==> config.mk <==
export PLATFORM = sky130hd
export DESIGN_NAME = io_port_responder
export DESIGN_NICKNAME = d
export VERILOG_FILES = /design/src/rtl/io_port_responder.sv
export SDC_FILE = /design/constraint.sdc
export NUM_CORES = 1
export LEC_CHECK = 0
export BUFFER_PORTS_ARGS = -buffer_cell sky130_fd_sc_hd__buf_4
export CAP_MARGIN = 0
export CORE_MARGIN = 10
export CORE_UTILIZATION = 56
export DETAILED_ROUTE_END_ITERATION = 8
export GPL_ROUTABILITY_DRIVEN = 0
export PLACE_DENSITY_LB_ADDON = 0.25
export SLEW_MARGIN = 25
export SYNTH_ARGS = -nofsm -noshare
export SYNTH_HDL_FRONTEND = slang
export SYNTH_SLANG_ARGS = --single-unit
==> constraint.sdc <==
create_clock -name clock -period 5.75 [get_ports clock]
set_clock_uncertainty 0.15 [all_clocks]
set_input_delay 0.575 -clock clock [delete_from_list [all_inputs] [get_ports clock]]
set_output_delay 0.575 -clock clock [all_outputs]
set_load 0.02 [all_outputs]
==> src/rtl/io_port_responder.sv <==
// Port I/O responder: two independent 4-phase handshake FSMs (Core read/write)
// in front of per-port one-deep input and output mailboxes.
module io_port_responder #(
  parameter int D_WIDTH   = 34,
  parameter int PA_WIDTH  = 4,
  parameter int ACK_DELAY = 2
) (
  input  logic                clock,
  input  logic                reset_n_i,
  input  logic                in_req_i,
  input  logic [PA_WIDTH-1:0] in_addr_i,
  output logic                in_ack_o,
  output logic [D_WIDTH-1:0]  in_data_o,
  input  logic                out_req_i,
  input  logic [PA_WIDTH-1:0] out_addr_i,
  input  logic [D_WIDTH-1:0]  out_data_i,
  output logic                out_ack_o,
  input  logic                ext_wr_en_i,
  input  logic [PA_WIDTH-1:0] ext_wr_addr_i,
  input  logic [D_WIDTH-1:0]  ext_wr_data_i,
  output logic                ext_wr_ovf_o,
  input  logic                ext_rd_en_i,
  input  logic [PA_WIDTH-1:0] ext_rd_addr_i,
  output logic [D_WIDTH-1:0]  ext_rd_data_o,
  output logic                ext_rd_valid_o
);
  localparam int NPORT = 1 << PA_WIDTH;
  localparam logic [3:0] DLY = 4'(ACK_DELAY);

  typedef enum logic [1:0] {S_IDLE, S_WAIT, S_ACK} state_e;

  state_e rd_state_q, rd_state_d, wr_state_q, wr_state_d;
  logic [PA_WIDTH-1:0] rd_addr_q, wr_addr_q;
  logic [D_WIDTH-1:0]  wr_data_q, in_data_q, ext_rd_data_q;
  logic [3:0]          rd_cnt_q, wr_cnt_q;
  logic [NPORT-1:0]    in_full_q, in_full_d, out_valid_q, out_valid_d;
  logic                ovf_q, rd_vld_q;
  logic [D_WIDTH-1:0]  in_mem  [NPORT];
  logic [D_WIDTH-1:0]  out_mem [NPORT];

  logic rd_fire, wr_fire, fill_ok, drain_ok;

  // Flags are sampled pre-edge, so a fill racing a consume on one port overflows.
  assign rd_fire  = (rd_state_q == S_WAIT) && (rd_cnt_q == '0) && in_full_q[rd_addr_q];
  assign wr_fire  = (wr_state_q == S_WAIT) && (wr_cnt_q == '0) && !out_valid_q[wr_addr_q];
  assign fill_ok  = ext_wr_en_i && !in_full_q[ext_wr_addr_i];
  assign drain_ok = ext_rd_en_i && out_valid_q[ext_rd_addr_i];

  always_comb begin
    rd_state_d = rd_state_q;
    case (rd_state_q)
      S_IDLE:  if (in_req_i) rd_state_d = S_WAIT;
      S_WAIT:  if (rd_fire) rd_state_d = S_ACK;
      S_ACK:   if (!in_req_i) rd_state_d = S_IDLE;
      default: rd_state_d = S_IDLE;
    endcase
  end

  always_comb begin
    wr_state_d = wr_state_q;
    case (wr_state_q)
      S_IDLE:  if (out_req_i) wr_state_d = S_WAIT;
      S_WAIT:  if (wr_fire) wr_state_d = S_ACK;
      S_ACK:   if (!out_req_i) wr_state_d = S_IDLE;
      default: wr_state_d = S_IDLE;
    endcase
  end

  always_comb begin
    in_full_d   = in_full_q;
    out_valid_d = out_valid_q;
    if (rd_fire)  in_full_d[rd_addr_q] = 1'b0;
    if (fill_ok)  in_full_d[ext_wr_addr_i] = 1'b1;
    if (wr_fire)  out_valid_d[wr_addr_q] = 1'b1;
    if (drain_ok) out_valid_d[ext_rd_addr_i] = 1'b0;
  end

  always_ff @(posedge clock or negedge reset_n_i) begin
    if (!reset_n_i) begin
      rd_state_q    <= S_IDLE;
      wr_state_q    <= S_IDLE;
      rd_addr_q     <= '0;
      wr_addr_q     <= '0;
      wr_data_q     <= '0;
      rd_cnt_q      <= '0;
      wr_cnt_q      <= '0;
      in_data_q     <= '0;
      ext_rd_data_q <= '0;
      in_full_q     <= '0;
      out_valid_q   <= '0;
      ovf_q         <= 1'b0;
      rd_vld_q      <= 1'b0;
    end else begin
      rd_state_q  <= rd_state_d;
      wr_state_q  <= wr_state_d;
      in_full_q   <= in_full_d;
      out_valid_q <= out_valid_d;
      ovf_q       <= ext_wr_en_i && in_full_q[ext_wr_addr_i];
      rd_vld_q    <= drain_ok;
      if (rd_state_q == S_IDLE && in_req_i) begin
        rd_addr_q <= in_addr_i;
        rd_cnt_q  <= DLY;
      end else if (rd_state_q == S_WAIT && rd_cnt_q != '0) begin
        rd_cnt_q <= rd_cnt_q - 4'd1;
      end
      if (wr_state_q == S_IDLE && out_req_i) begin
        wr_addr_q <= out_addr_i;
        wr_data_q <= out_data_i;
        wr_cnt_q  <= DLY;
      end else if (wr_state_q == S_WAIT && wr_cnt_q != '0) begin
        wr_cnt_q <= wr_cnt_q - 4'd1;
      end
      if (rd_fire)  in_data_q     <= in_mem[rd_addr_q];
      if (drain_ok) ext_rd_data_q <= out_mem[ext_rd_addr_i];
    end
  end

  // Mailbox storage carries no reset; the flags alone define occupancy.
  always_ff @(posedge clock) begin
    if (fill_ok) in_mem[ext_wr_addr_i] <= ext_wr_data_i;
    if (wr_fire) out_mem[wr_addr_q]    <= wr_data_q;
  end

  always_comb begin
    in_ack_o       = (rd_state_q == S_ACK);
    out_ack_o      = (wr_state_q == S_ACK);
    in_data_o      = in_data_q;
    ext_rd_data_o  = ext_rd_data_q;
    ext_wr_ovf_o   = ovf_q;
    ext_rd_valid_o = rd_vld_q;
  end
endmodule

==> impl_metrics.yaml <==
setup_path:
  critPathSlowestCell: "dfrtp_4"
  critPathTopFamily: "simple AND/OR/NAND/NOR gates"
  crit_arrival_ns: 4.20
  cp.required_ns: 6.15
  cp-start-kind: "flip-flop"
  critical_path_class: "reg2reg"
  crit_chain: "mux2i_1 -> mux4_2 -> or3_1 -> nand3_4 -> mux2_2"
  worst-path-buf-inv: 0
  crit_fanout: 65
  max_stage_delay_ns: 1.07
  endpoint_kind: "flip-flop"
global_routing:
  grt_pass1_vias: 24900
  overflow: 0
  track_usage: 0.216
  antenna_found_initial: 4
  grt_pass1_wl_um: 158000
  grt_max_degree: 100
floorplan:
  die_y_um: 311
  initial_core_util: 0.566
  coreArea_um2: 83800
  die_w_um: 311
  io_pins: 162
  die_area_um2: 96700
  num_rows: 106
sta:
  finalSetupTns_ns: 0
  period_share: 0.662
  rsz0062_at_grt: "no"
  tightest_slew_ns: 1.06
  max_freq_mhz: 263
  final_max_slew_viol_count: 0
  hold_viol_final: 0
  slew_headroom: 0.295
  period_needed_ns: 3.80
  setup_violations: 0
  fin_ws_ns: 1.95
yosys:
  avgSynthCellArea_um2: 21.8
  yosys_warnings: 0
  synthesis.area_um2: 47400
  synth_edf_count: 1088
  yosysTopAreaCellShare: 0.689
  synth_flop_cell: "edfxtp_1"
  yosysTopAreaCell: "edfxtp_1"
  ys_ff_latch: 1244
  netlist_top_cells_area: "edfxtp_1 (69%), mux4_2 (14%), dfrtp_1 (8.2%), a22oi_1 (2.2%), mux2_2 (1.9%)"
  synth_nets: 2265
  ys_seq_area_frac: 0.771
  synthCells: 2171
  postSynth.asyncResetShare: 0.125
  synth.distinct_cells: 47
outcome:
  status: "finished clean"
power_and_ir_drop:
  cellPowerDensity_nw_per_um2: 454
  total_power_mw: 24.9
  peakVddDrop_v: 0.000697
  p_leak_nw: 18.4
layout:
  layout-area-overhead-vs-synth_pct: 15.7
  drive_gt1_frac: 0.339
  instances_no_fill: 3680
  nets: 2535
  n_fill_cell: 5481
  insertedDiodeCount: 0
worst_hold_path:
  min_path_type: "in2reg"
clock_network:
  cts_sinks: 1244
  cts-resized-gates: 0
  cts_inserted_buffers: 119
  cts_root_buf: "clkbuf_16"
  clk_latency_ns: 0.67
  h-tree-depth: 3
  clk_pin_slew_worst_paths_ns: 0.07
  cts_tree: "built"
  clock_path_buffers: 3
detailed_routing:
  drt_wl_total_um: 104000
  post_drt_wl_per_cell_um: 28.2
  vias_per_cell: 6.23
  post-route-drc-count: 0
  via_count: 22900
  drt_iter0_markers: 2338
  drtAntennaViolNets: 0
  first_pass_iters: 5
placement:
  dp_slack_ns: 1.99
  dp_hpwl_um: 57600
  dp_cells: 3409
  io_buffers: 161
job:
  drv_cap: 0
## repair_timing
item	4_1_cts	5_1_grt
setup buffers	0	0
endpoints found under the hold margin	94	0
hold buffers	44	0
## through the flow
step	util	area, µm²	hold slack (ns)
floorplan	-	47400	0.129
finish	0.655	54900	0.0514
detailed placement	0.600	50300	0.343
global placement	0.600	50300	0.342
global route	0.655	54900	0.0205
CTS	0.654	54900	0.00592
## layout make-up
class	instances	area [µm²]	share of cell area
Tap cell	1134	1420	0.0258
Clock buffer	152	3330	0.0606
Clock inverter	74	777	0.0142
Inverter	7	26.3	0.000479
Sequential cell	1244	36600	0.666
Timing Repair Buffer	268	2180	0.0398
Multi-Input combinational cell	801	10600	0.193
## registers in the layout (all words and copies together) (netlist names)
| register | flops |
|---|---|
| ext_rd_data_o | 34 |
| ext_rd_valid_o | 1 |
| ext_wr_ovf_o | 1 |
| in_data_o | 34 |
| in_full_q | 16 |
| in_mem | 544 |
| out_mem | 544 |
| out_valid_q | 16 |
| rd_addr_q | 4 |
| rd_cnt_q | 4 |
| rd_state_q | 2 |
| wr_addr_q | 4 |
| wr_cnt_q | 4 |
| wr_data_q | 34 |
| wr_state_q | 2 |
## where the power goes
group / switching, mW / internal, mW
Combinational: 2.38 / 2.32
Clock: 3.27 / 4.75
Sequential: 1.14 / 11.1
Total: 6.80 / 18.1
## layer usage
metal | vias to the layer above | wire length, µm | global-route usage
met1 | 12200 | 40700 | 0.286
met4 | 4 | 2400 | 0.0568
met2 | 945 | 53800 | 0.369
li1 | 9591 | - | -
met5 | - | 30 | 0
met3 | 187 | 6750 | 0.0359
## kinds of logic after synthesis
logic type,count (synthesis),share of synthesized area
adders and majority gates,4,0.00106
AOI/OAI and AO/OA,195,0.0294
muxes,405,0.166
and+or+nand+nor,191,0.0195
xor gates and xnor gates,6,0.00111
DFF,1244,0.771
buffers and inverters,126,0.0119
## cell usage after synthesis (6+ instances only)
master,number
edfxtp_1,1088
mux4_2,285
dfrtp_1,156
a22oi_1,136
nand2_1,82
mux2_2,80
clkbuf_1,65
nor2_1,35
o21ai_0,35
mux2_4,29
buf_1,26
buf_2,23
nor3_1,12
mux2i_1,11
nand2b_1,11
nor2b_1,9
o22a_1,8
nand3b_1,7
o31ai_1,7
inv_1,6
nor3b_1,6
nor4_1,6
## worst paths after layout
kind,startpoint,end,slack (ns),cells after the start
max,rd_addr_q[1],in_data_o[18],1.95,5
min,ext_wr_data_i[15],in_mem[13][15],0.05,1
max reg2reg,rd_addr_q[1],in_data_o[18],1.95,5
min reg2reg,in_data_o[4],in_data_o[4],0.36,1
max in group asynchronous,reset_n_i,rd_addr_q[1],3.80,3
min in group asynchronous,reset_n_i,in_data_o[24],0.30,2
## placed cells by master (no fill, tap or decap), drive strengths merged, types with 2 or more instances in the layout
| cell | netlist | final |
|---|---|---|
| a21o | 2 | 2 |
| a22oi | 136 | 136 |
| and2 | 3 | 3 |
| buf | 54 | 223 |
| bufinv | 0 | 15 |
| clkbuf | 65 | 153 |
| clkinv | 0 | 51 |
| clkinvlp | 0 | 3 |
| dfrtp | 156 | 156 |
| dlygate4sd3 | 0 | 44 |
| edfxtp | 1088 | 1088 |
| ha | 4 | 4 |
| inv | 7 | 12 |
| mux2 | 109 | 109 |
| mux2i | 11 | 11 |
| mux4 | 285 | 285 |
| nand2 | 82 | 82 |
| nand2b | 11 | 11 |
| nand3 | 5 | 5 |
| nand3b | 7 | 7 |
| nand4 | 2 | 2 |
| nor2 | 35 | 35 |
| nor2b | 9 | 9 |
| nor3 | 12 | 12 |
| nor3b | 6 | 6 |
| nor4 | 6 | 6 |
| o21ai | 37 | 37 |
| o22a | 8 | 8 |
| o31ai | 7 | 7 |
| or2 | 2 | 2 |
| or3 | 3 | 3 |
| or3b | 4 | 4 |
| xnor2 | 4 | 4 |
| xor2 | 2 | 2 |
(Power assumes the default switching activity.)
